## config.mk

```make
export PLATFORM = sky130hd
export DESIGN_NAME = traffic_request_arbiter
export DESIGN_NICKNAME = d
export VERILOG_FILES = /design/src/rtl/traffic_request_arbiter.sv
export SDC_FILE = /design/constraint.sdc
export NUM_CORES = 1
export LEC_CHECK = 0
export BUFFER_PORTS_ARGS = -buffer_cell sky130_fd_sc_hd__clkbuf_2
export CAP_MARGIN = 25
export CORE_ASPECT_RATIO = 2
export CORE_UTILIZATION = 55
export CTS_BUF_LIST = sky130_fd_sc_hd__clkbuf_8
export DETAILED_ROUTE_END_ITERATION = 8
export GPL_TIMING_DRIVEN = 0
export PLACE_DENSITY = 0.77
export SYNTH_ARGS = -nofsm -noshare
export SYNTH_HDL_FRONTEND = slang
export SYNTH_SLANG_ARGS = --single-unit
```

## constraint.sdc

```tcl
create_clock -name clk -period 5 [get_ports clk]
set_input_delay 0.25 -clock clk [delete_from_list [all_inputs] [get_ports clk]]
set_output_delay 0.25 -clock clk [all_outputs]
set_load 0.01 [all_outputs]
```

## src/rtl/traffic_request_arbiter.sv

```systemverilog
// Round-robin arbiter for emergency and jam traffic requests with hold and guard timing.
// Optional build macro ARB_EMG_PREEMPT_EN lets a pending emergency cut short a jam grant.
module traffic_request_arbiter #(
    parameter int unsigned EMG_HOLD  = 8,
    parameter int unsigned JAM_HOLD  = 20,
    parameter int unsigned GUARD_CYC = 2
) (
    input  logic       clk,
    input  logic       rst,
    input  logic [3:0] emg_req,
    input  logic [3:0] jam_req,
    input  logic [3:0] empty_req,
    output logic [3:0] Emergency,
    output logic [3:0] Jam,
    output logic [3:0] Empty,
    output logic       busy
);

    typedef enum logic [1:0] {
        IDLE,
        EMG_GRANT,
        JAM_GRANT,
        GUARD
    } state_t;

    localparam logic [4:0] EMG_LAST   = 5'(EMG_HOLD - 1);
    localparam logic [4:0] JAM_LAST   = 5'(JAM_HOLD - 1);
    localparam logic [4:0] GUARD_LAST = 5'(GUARD_CYC - 1);
    localparam logic [1:0] ROAD_EAST  = 2'd3;

`ifdef ARB_EMG_PREEMPT_EN
    localparam bit PREEMPT_EN = 1'b1;
`else
    localparam bit PREEMPT_EN = 1'b0;
`endif

    state_t     state_q, state_d;
    logic [4:0] cnt_q, cnt_d;
    logic [3:0] emg_pend_q, emg_pend_d;
    logic [3:0] jam_pend_q, jam_pend_d;
    logic [1:0] emg_ptr_q, emg_ptr_d;
    logic [1:0] jam_ptr_q, jam_ptr_d;
    logic [3:0] emergency_q, emergency_d;
    logic [3:0] jam_q, jam_d;
    logic [3:0] empty_q, empty_d;
    logic [1:0] emg_pick;
    logic [1:0] jam_pick;

    // Search order is East(3), North(2), West(1), South(0): descending bit index, wrapping.
    function automatic logic [1:0] rr_pick(input logic [3:0] pend, input logic [1:0] start);
        logic [1:0] pick;
        logic [1:0] idx;
        logic       found;
        pick  = start;
        found = 1'b0;
        for (int unsigned i = 0; i < 4; i++) begin
            idx = start - 2'(i);
            if (!found && pend[idx]) begin
                pick  = idx;
                found = 1'b1;
            end
        end
        return pick;
    endfunction

    function automatic logic [3:0] road_bit(input logic [1:0] road);
        return 4'b0001 << road;
    endfunction

    always_comb begin
        state_d     = state_q;
        cnt_d       = cnt_q;
        emg_ptr_d   = emg_ptr_q;
        jam_ptr_d   = jam_ptr_q;
        emergency_d = emergency_q;
        jam_d       = jam_q;
        emg_pick    = rr_pick(emg_pend_q, emg_ptr_q);
        jam_pick    = rr_pick(jam_pend_q, jam_ptr_q);

        case (state_q)
            IDLE: begin
                if (|emg_pend_q) begin
                    state_d     = EMG_GRANT;
                    emergency_d = road_bit(emg_pick);
                    jam_d       = '0;
                    cnt_d       = '0;
                    emg_ptr_d   = emg_pick - 2'd1;
                end else if (|jam_pend_q) begin
                    state_d     = JAM_GRANT;
                    jam_d       = road_bit(jam_pick);
                    emergency_d = '0;
                    cnt_d       = '0;
                    jam_ptr_d   = jam_pick - 2'd1;
                end
            end
            EMG_GRANT: begin
                if (cnt_q == EMG_LAST) begin
                    state_d     = GUARD;
                    emergency_d = '0;
                    cnt_d       = '0;
                end else begin
                    cnt_d = cnt_q + 5'd1;
                end
            end
            JAM_GRANT: begin
                if (PREEMPT_EN && (|emg_pend_q)) begin
                    state_d     = EMG_GRANT;
                    emergency_d = road_bit(emg_pick);
                    jam_d       = '0;
                    cnt_d       = '0;
                    emg_ptr_d   = emg_pick - 2'd1;
                end else if (cnt_q == JAM_LAST) begin
                    state_d = GUARD;
                    jam_d   = '0;
                    cnt_d   = '0;
                end else begin
                    cnt_d = cnt_q + 5'd1;
                end
            end
            GUARD: begin
                if (cnt_q == GUARD_LAST) begin
                    state_d = IDLE;
                    cnt_d   = '0;
                end else begin
                    cnt_d = cnt_q + 5'd1;
                end
            end
            default: begin
                state_d     = IDLE;
                cnt_d       = '0;
                emergency_d = '0;
                jam_d       = '0;
            end
        endcase

        // Masking with the next grant both clears the served bit and ignores re-requests while held.
        emg_pend_d = (emg_pend_q | emg_req) & ~emergency_d;
        jam_pend_d = (jam_pend_q | jam_req) & ~jam_d;

        empty_d = '0;
        if ((state_q == IDLE) && !(|emg_pend_q) && !(|jam_pend_q) && $onehot(empty_req)) begin
            empty_d = empty_req;
        end
    end

    always_ff @(posedge clk or negedge rst) begin
        if (!rst) begin
            state_q     <= IDLE;
            cnt_q       <= '0;
            emg_pend_q  <= '0;
            jam_pend_q  <= '0;
            emg_ptr_q   <= ROAD_EAST;
            jam_ptr_q   <= ROAD_EAST;
            emergency_q <= '0;
            jam_q       <= '0;
            empty_q     <= '0;
        end else begin
            state_q     <= state_d;
            cnt_q       <= cnt_d;
            emg_pend_q  <= emg_pend_d;
            jam_pend_q  <= jam_pend_d;
            emg_ptr_q   <= emg_ptr_d;
            jam_ptr_q   <= jam_ptr_d;
            emergency_q <= emergency_d;
            jam_q       <= jam_d;
            empty_q     <= empty_d;
        end
    end

    assign Emergency = emergency_q;
    assign Jam       = jam_q;
    assign Empty     = empty_q;
    assign busy      = (state_q != IDLE);

    // Output invariants for the light controller.
    a_excl : assert property (@(posedge clk) disable iff (!rst) !((|Emergency) && (|Jam)));
    a_one  : assert property (@(posedge clk) disable iff (!rst) $onehot0(Emergency) && $onehot0(Jam) && $onehot0(Empty));

endmodule
```

==> results of run 1 <==
[worst max-delay path, delay by kind of cell, from the launching register on]
kind | cells | cell delay (ps)
flops | 1 | 400
fa+ha+maj | 1 | 140
buf+inv | 3 | 540
simple gates | 1 | 580
compound gates | 1 | 170
[metal layers]
layer  vias to the layer above  part of all wire [%]  track usage, %
li1                        698                     -               -
met3                         9                   2.8            4.13
met1                       714                    36            24.9
met4                         0                   2.3            11.9
met5                         -                     0               0
met2                        22                    59            48.8
[cell type report]
cell class	count	area share, %
multi-input cells	127	45.5
clock buffers	7	4.69
repair buffers	26	6.34
plain buffers	4	1.28
inverters	11	2.01
flip-flops and latches	31	38.0
clock inverters	1	0.366
well taps	30	1.83
[cell families (layout without fill, tap and decap cells)]
logic type / after synthesis / in the layout / synth area share [%]
buffers and inverters: 15 / 49 / 3.79
XOR/XNOR: 3 / 3 / 1.47
adder cells (fa/ha/maj): 13 / 13 / 9.55
AND/OR/NAND/NOR: 60 / 60 / 19.4
AO/OA/AOI/OAI: 48 / 48 / 20.2
flip-flops: 31 / 31 / 43.8
multiplexers: 3 / 3 / 1.76
[stage by stage]
| step | utilization, % | setup WS, ps | hold slack, ps | power [uW] | instance area, um2 |
|---|---|---|---|---|---|
| after floorplan | - | 3250 | -45.6 | 730 | 1780 |
| after global placement | 64.7 | 3110 | 345 | 829 | 1950 |
| after detailed placement | 64.7 | 3030 | 360 | 861 | 1950 |
| after CTS | 68.1 | 3020 | 55.1 | 1080 | 2050 |
| after global routing | 68.1 | 2800 | 84.8 | 1160 | 2050 |
| final | 68.1 | 3000 | 29.1 | 1070 | 2050 |
[synth_stat cells (all sizes together), types with 3 or more instances]
master / instances
ha: 12
dfrtp: 27
inv: 10
nor2: 17
o31ai: 5
nand3: 4
dfstp: 4
a22o: 8
and3: 3
o21ai: 9
and2: 6
a221oi: 8
nand2: 11
nor3b: 3
nor2b: 6
a21oi: 5
buf: 4
[registers in the layout, indices dropped and copies added, names as in the netlist]
signal,cells
emg_ptr_q,2
Emergency,4
jam_pend_q,4
emg_pend_q,4
state_q,2
Jam,4
jam_ptr_q,2
cnt_q,5
Empty,4
[power by group through the flow]
| stage | Combinational, uW | Sequential, uW | Clock [uW] |
|---|---|---|---|
| after floorplan | 352 | 378 | 0 |
| after global placement | 446 | 384 | 0 |
| after CTS | 472 | 387 | 220 |
| after detailed placement | 470 | 391 | 0 |
| after global routing | 530 | 397 | 229 |
| final | 467 | 387 | 216 |
[worst max path at each step]
stage,slack (ps),to,depth (start not counted),startpoint
floorplan,3250,jam_pend_q[3],7,state_q[0]
global placement,3110,emg_pend_q[3],6,state_q[0]
detailed placement,3030,emg_pend_q[3],6,state_q[0]
CTS,3020,emg_pend_q[3],6,state_q[0]
global route,2800,emg_pend_q[0],6,state_q[0]
finish,3000,emg_pend_q[1],6,state_q[0]
==> impl_metrics.py, run 1 <==
metrics = {
    "run_status": {
        "status": "finished clean",
    },
    "route": {
        "drt_pass1_iterations": 4,
        "vias_per_cell": 6.09,
        "wirelength_um": 3680,
        "wl_per_cell_um": 15.5,
        "detail-route-antenna-nets": 0,
        "drtIter0Drc": 27,
        "drc": 0,
        "vias": 1443,
    },
    "finish": {
        "layout-drive-gt1-share_pct": 24.2,
        "fin_nets": 233,
        "diodes": 0,
        "layout_common_cells": "27 x dfrtp_1, 26 x clkbuf_2, 16 x nor2_1",
        "area_delta_synth_final_pct": 15.2,
        "ff_latch_area_um2": 781,
        "final_common_cell": "dfrtp_1",
        "nFillCells": 252,
        "multi_input_area_um2": 933,
        "instances_no_fill": 237,
    },
    "setup_path": {
        "critPathLaunchType": "flip-flop",
        "worstPathCellList": "inv_1, ha_1, buf_2, clkinv_1, nor2_1, a221oi_1",
        "rrSetupSlack_ps": 3000,
        "worstRegToRegCells": 6,
        "path_max_fanout": 10,
        "cp_slowest_cell": "nor2_1",
        "critPathArrivalTime_ps": 2120,
        "timing.rr.start": "state_q[0]",
        "crit_path_end_kind": "flip-flop",
        "r2r_end": "emg_pend_q[1]",
        "setup.worst_path.class": "reg2reg",
        "cp_slowest_stage_delay_ps": 580,
        "critical_path_required_ps": 5120,
    },
    "synth": {
        "synth_nets": 200,
        "avgSynthCellArea_um2": 10.3,
        "yosys-top-cells-area": "dfrtp_1 38%, ha_1 8.4%, dfstp_2 5.9%",
        "synth_edf_count": 0,
        "seq_area_frac_synth_pct": 43.8,
        "netlist.area_leader.share_pct": 37.9,
        "async_reset_ff_share_pct": 100,
        "synth-seq-cells": 31,
        "synth_ff_type": "dfrtp_1",
        "synth_warnings": 0,
        "syn_area_um2": 1780,
        "yosysUniqueCellTypes": 46,
        "syn_inst": 173,
        "synth_top_area_cell": "dfrtp_1",
    },
    "grt": {
        "grt_pass1_wl_um": 6510,
        "gr-usage-all-layers_pct": 25.0,
        "grt_max_degree": 32,
        "overflow": 0,
        "antenna_found_initial": 0,
        "first_global_vias": 1458,
    },
    "die": {
        "ios": 27,
        "start_util_pct": 59.1,
        "fp.dieW_um": 42.2,
        "dieHeight_um": 82.5,
        "die_area_um2": 3480,
        "coreArea_um2": 3010,
        "row_count": 28,
    },
    "placement": {
        "place_inst": 229,
        "post-dp-hpwl_um": 2920,
        "io_buffers": 26,
        "gp_congestion": 0.777,
    },
    "power": {
        "vdd_ir_drop_max_mv": 0.353,
        "comb_power_share_pct": 43.6,
        "p_per_area_nw_per_um2": 521,
        "switching_power_uw": 429,
        "internal_power_uw": 641,
        "p_seq_share_pct": 36.2,
        "leakage_uw": 0.000955,
        "clock_power_share_pct": 20.2,
        "switching_share_pct": 40.1,
    },
    "clocking": {
        "cts_tree": "yes",
        "cts_buffers": 5,
        "clock-sinks": 31,
        "postCtsResizedCells": 0,
        "clk_path_buf_depth": 2,
        "root_buffer": "clkbuf_8",
        "cts_setup_buffers": 0,
        "ctsHoldBuffers": 0,
        "clk_latency_ps": 280,
        "cts.htree.levels": 2,
        "clk_pin_slew_ps": 60,
    },
    "timing": {
        "slew_viol_final": 0,
        "finClkSkew_ps": 4.54,
        "fmax_mhz": 500,
        "layout_min_cycle_time_ps": 2000,
        "rsz0062_at_grt": "no",
        "finalHoldViolCount": 0,
        "worst_pin_slew_ps": 771,
        "slew_headroom_pct": 48.6,
        "fin_crit_sh_pct": 40.0,
        "finalSetupViolations": 0,
        "tns_ps": 0,
    },
    "hold_path": {
        "worst_hold_path_type": "in2async",
    },
    "job": {
        "cap_violations": 0,
    },
}
Note: power is estimated with default switching activity, not from simulation.
==> run 2: changes to the inputs <==
CORE_UTILIZATION = 53   (was 55)
PLACE_DENSITY = 0.78   (was 0.77)
clock period = 1.75 ns   (was 5 ns; I/O delays follow)
==> impl_metrics.py, run 2 (synthesized netlist as in run 1, its figures left out) <==
metrics = {
    "placement": {
        "dpl-instance-area_um2": 1950,
        "post-dp-hpwl_um": 2810,
        "gp_congestion": 0.784,
        "io_buffers": 26,
        "place_inst": 230,
        "preCtsSetupSlack_ps": -114,
    },
    "power": {
        "switching_power_uw": 1510,
        "p_seq_share_pct": 31.1,
        "comb_power_share_pct": 52.5,
        "clock_power_share_pct": 16.4,
        "internal_power_uw": 2170,
        "leakage_uw": 0.00107,
        "switching_share_pct": 40.9,
        "vdd_ir_drop_max_mv": 1.18,
        "p_per_area_nw_per_um2": 1580,
    },
    "setup_path": {
        "worstPathCellList": "buf_6, or4_4, or3_4, nor2_4, a221oi_1",
        "critPathArrivalTime_ps": 1950,
        "cp_slowest_cell": "or4_4",
        "path_max_fanout": 7,
        "critPathLaunchType": "flip-flop",
        "crit_path_end_kind": "flip-flop",
        "crit_start": "emg_pend_q[0]",
        "cp_top_family": "simple AND/OR/NAND/NOR gates",
        "worstRegToRegCells": 5,
        "setup.worst_path.class": "reg2reg",
        "timing.rr.start": "emg_pend_q[0]",
        "rrSetupSlack_ps": -40,
        "r2r_end": "jam_pend_q[2]",
        "cp_slowest_stage_delay_ps": 540,
        "path_buf_inv": 1,
        "critical_path_required_ps": 1900,
    },
    "route": {
        "detail-route-antenna-nets": 0,
        "drc": 0,
        "vias": 1555,
        "wirelength_um": 4210,
        "drtIter0Drc": 52,
        "wl_per_cell_um": 16.7,
        "vias_per_cell": 6.17,
        "drt_pass1_iterations": 4,
    },
    "timing": {
        "finalSetupViolations": 5,
        "timing.final.ws_setup_ps": -44.0,
        "fin_crit_sh_pct": 103,
        "worst_pin_slew_ps": 754,
        "rsz0062_at_grt": "yes",
        "finClkSkew_ps": 5.05,
        "slew_viol_final": 0,
        "slew_headroom_pct": 49.7,
        "layout_min_cycle_time_ps": 1790,
        "fin_hold_ws_ps": 28.9,
        "fmax_mhz": 557,
        "finalHoldViolCount": 0,
    },
    "clocking": {
        "clk_latency_ps": 280,
        "root_buffer": "clkbuf_8",
        "clock-sinks": 31,
        "cts_tree": "yes",
        "clk_path_buf_depth": 2,
        "cts_buffers": 5,
        "cts.htree.levels": 2,
        "clk_pin_slew_ps": 60,
    },
    "die": {
        "die_area_um2": 3610,
        "fp.dieW_um": 43,
        "row_count": 29,
        "ios": 27,
        "coreArea_um2": 3190,
        "start_util_pct": 55.8,
        "dieHeight_um": 84.0,
    },
    "grt": {
        "grt_max_degree": 32,
        "overflow": 0,
        "antenna_found_initial": 0,
        "first_global_vias": 1584,
        "grt_pass1_wl_um": 6670,
        "gr-usage-all-layers_pct": 24.2,
    },
    "finish": {
        "layout-drive-gt1-share_pct": 41.2,
        "nFillCells": 231,
        "fin_nets": 247,
        "final_common_cell": "clkbuf_2",
        "utilization_pct": 73.0,
        "area_delta_synth_final_pct": 30.8,
        "layout_common_cells": "26 x clkbuf_2, 20 x dfrtp_1, 15 x nor2_1, 15 x buf_4, 11 x nand2_1",
        "instances_no_fill": 252,
        "top_register": "cnt_q",
        "final_area_um2": 2330,
        "multi_input_area_um2": 1080,
        "ff_latch_area_um2": 790,
        "diodes": 0,
        "largest_reg_flops": 5,
    },
    "job": {
        "cap_violations": 0,
    },
    "hold_path": {
        "min_from": "empty_req[3]",
        "worst_hold_path_type": "in2reg",
        "hold_end": "Empty[3]",
        "holdPathStages": 2,
    },
    "run_status": {
        "violations": "negative setup slack",
        "status": "finished, violations left",
    },
}
-- run 2: changes by cell type in the layout (fill, tap and decap cells not counted), moves of 3 or more --
cell      change
dfrtp_2       +7
a221oi_1      -5
buf_2         -3
ha_4          +4
dfrtp_1       -7
buf_4        +15
a221oi_2      +5
ha_1          -6
-- run 2: layout make-up --
| class | instances | area share [%] |
|---|---|---|
| Multi-Input combinational cell | 127 | 46.5 |
| Buffer | 3 | 1.29 |
| Tap cell | 31 | 1.66 |
| Clock inverter | 1 | 0.161 |
| Sequential cell | 31 | 33.9 |
| Timing Repair Buffer | 41 | 10.5 |
| Clock buffer | 7 | 4.14 |
| Inverter | 11 | 1.83 |
-- run 2: routing by layer --
layer | vias up | GRT usage, % | share of wire, %
li1 | 726 | - | -
met1 | 782 | 24.0 | 35
met2 | 34 | 45.3 | 59
met3 | 13 | 4.11 | 2.8
met4 | 0 | 11.6 | 3.4
met5 | - | 0 | 0
-- run 2: worst register-to-register path: cells and delay by family (launching register included) --
family / cells / cell delay [ps]
AO/OA/AOI/OAI: 1 / 110
AND/OR/NAND/NOR: 3 / 1040
buffers and inverters: 1 / 130
flip-flops: 1 / 370
-- run 2: per-stage QoR --
stage	TNS, ps	power (uW)
3_3_place_gp	-92.6	2340
2_1_floorplan	0	2090
6_report	-128	3680
5_1_grt	-574	3930
3_5_place_dp	-1060	2450
4_1_cts	-88.9	3250
-- run 2: power groups by stage --
stage / logic [uW] / registers (uW) / clock network, uW
final: 1930 / 1140 / 604
after global routing: 2120 / 1170 / 642
after CTS: 1520 / 1110 / 621
after detailed placement: 1330 / 1120 / 0
after global placement: 1250 / 1090 / 0
after floorplan: 1010 / 1080 / 0
-- run 2: worst max path at each step --
stage                          to  slack (ps)  depth (start not counted)
detailed placement  jam_pend_q[1]        -110                          8
floorplan           jam_pend_q[3]          70                          5
global placement    jam_pend_q[1]         -30                          5
finish              jam_pend_q[2]         -40                          5
global route           state_q[1]        -110                          5
CTS                    state_q[1]         -30                          5
-- run 2: what timing repair did --
item | CTS | global route
hold endpoints to repair | 27 | 0
endpoints found under the setup margin | 18 | 19
resized for setup | 12 | 31
buffers inserted | 4 | 10
pin swaps | 1 | 6
hold buffers | 1 | 0
==> run 3: changes to the inputs <==
CELL_PAD_IN_SITES_DETAIL_PLACEMENT = 0   (was default)
CELL_PAD_IN_SITES_GLOBAL_PLACEMENT = 1   (was default)
CORE_UTILIZATION = 41   (was 53)
PLACE_DENSITY = default   (was 0.78)
PLACE_DENSITY_LB_ADDON = 0.1   (was default)
==> impl_metrics.py, run 3 (synthesized netlist as in run 1, its figures left out) <==
metrics = {
    "route": {
        "vias_per_cell": 5.59,
        "vias": 1537,
        "drtIter0Drc": 13,
        "drc": 0,
        "drt_pass1_iterations": 4,
        "detail-route-antenna-nets": 0,
        "wl_per_cell_um": 15.7,
        "wirelength_um": 4320,
    },
    "timing": {
        "slew_headroom_pct": 46.0,
        "fmax_mhz": 550,
        "rsz0062_at_grt": "yes",
        "finClkSkew_ps": 6.66,
        "layout_min_cycle_time_ps": 1820,
        "finalHoldViolCount": 0,
        "timing.final.ws_setup_ps": -67.1,
        "fin_crit_sh_pct": 104,
        "finalSetupViolations": 5,
        "worst_pin_slew_ps": 809,
        "slew_viol_final": 0,
    },
    "setup_path": {
        "path_buf_inv": 0,
        "cp_slowest_cell": "or4_4",
        "setup.worst_path.class": "reg2reg",
        "crit_path_end_kind": "flip-flop",
        "path_max_fanout": 6,
        "cp_top_family": "simple AND/OR/NAND/NOR gates",
        "worstPathCellList": "or4_4, or3_4, nor2_4, a22o_1",
        "critical_path_required_ps": 1960,
        "path_depth": 4,
        "critPathLaunchType": "flip-flop",
        "critPathArrivalTime_ps": 2030,
        "rrSetupSlack_ps": -70,
        "worstRegToRegCells": 4,
        "cp_slowest_stage_delay_ps": 580,
    },
    "die": {
        "die_area_um2": 4630,
        "coreArea_um2": 4130,
        "start_util_pct": 43.2,
        "fp.dieW_um": 48.6,
        "row_count": 33,
        "ios": 27,
        "dieHeight_um": 95.2,
    },
    "grt": {
        "overflow": 0,
        "antenna_found_initial": 0,
        "gr-usage-all-layers_pct": 19.7,
        "grt_max_degree": 32,
        "first_global_vias": 1504,
        "grt_pass1_wl_um": 6920,
    },
    "run_status": {
        "violations": "negative setup slack",
        "status": "finished, violations left",
    },
    "finish": {
        "fin_nets": 249,
        "largest_reg_flops": 5,
        "final_common_cell": "clkbuf_2",
        "diodes": 0,
        "utilization_pct": 58.5,
        "layout-drive-gt1-share_pct": 45.7,
        "final_area_um2": 2420,
        "nFillCells": 389,
        "layout_common_cells": "26 x clkbuf_2, 21 x dfrtp_1, 17 x buf_4",
        "top_register": "cnt_q",
        "area_delta_synth_final_pct": 35.6,
    },
    "power": {
        "p_per_area_nw_per_um2": 1590,
        "leakage_uw": 0.00109,
        "vdd_ir_drop_max_mv": 0.960,
    },
    "hold_path": {
        "worst_hold_path_type": "in2reg",
        "holdPathStages": 2,
    },
    "clocking": {
        "root_buffer": "clkbuf_8",
        "cts.htree.levels": 2,
        "clock-sinks": 31,
        "clk_pin_slew_ps": 70,
        "cts_tree": "yes",
        "cts_buffers": 5,
        "clk_latency_ps": 280,
        "clk_path_buf_depth": 2,
    },
    "placement": {
        "gp_congestion": 0.784,
        "post-dp-hpwl_um": 2870,
        "io_buffers": 26,
        "dpl-instance-area_um2": 1980,
    },
    "job": {
        "cap_violations": 0,
    },
}
-- run 3: final timing paths --
path                            endpoint     startpoint
min reg2reg                jam_pend_q[0]         Jam[0]
max reg2reg                       Jam[2]  emg_pend_q[1]
min                             Empty[3]   empty_req[3]
max in group asynchronous  jam_pend_q[0]            rst
max                               Jam[2]  emg_pend_q[1]
min in group asynchronous   Emergency[1]            rst
-- run 3: per-layer routing --
metal	GRT usage (%)	wire length, um	vias to the layer above
li1	-	-	732
met1	20.4	1650	755
met2	36.1	2400	35
met3	3.51	121	15
met4	12.3	149	0
met5	0	0	-
-- run 3: cell type report --
type / instances / area [um2] / share of cell area (%)
plain buffers: 3 / 30.0 / 1.24
clock inverters: 2 / 8.76 / 0.363
well taps: 52 / 65.1 / 2.69
clock buffers: 6 / 82.6 / 3.42
multi-input cells: 127 / 1130 / 47.0
repair buffers: 43 / 260 / 10.8
inverters: 11 / 46.3 / 1.92
flip-flops and latches: 31 / 788 / 32.6
-- run 3: where the power goes --
group | leakage [uW] | switching (uW) | internal, uW | total, uW
logic | 0.000667 | 1120 | 1010 | 2120
registers | 0.000371 | 225 | 919 | 1140
clock network | 0.0000524 | 262 | 311 | 573
total | 0.00109 | 1600 | 2240 | 3840
-- run 3: per-stage QoR --
step | power [uW] | hold WS (ps) | cells | setup TNS, ps | setup WS, ps
after detailed placement | 2480 | 221 | 251 | -1610 | -156
after CTS | 3310 | 15.8 | 268 | -106 | -29.8
after global placement | 2400 | 192 | 251 | -895 | -87.0
after floorplan | 2090 | -208 | 173 | 0 | 71.9
final | 3840 | 29.6 | 275 | -180 | -67.1
after global routing | 4120 | 21.9 | 275 | -476 | -113
-- run 3: repair_timing --
item,CTS,global route
pin swaps,2,15
hold buffers,1,0
gates resized for setup,14,40
endpoints found under the setup margin,18,21
hold endpoints to repair,27,0
buffers inserted,8,8
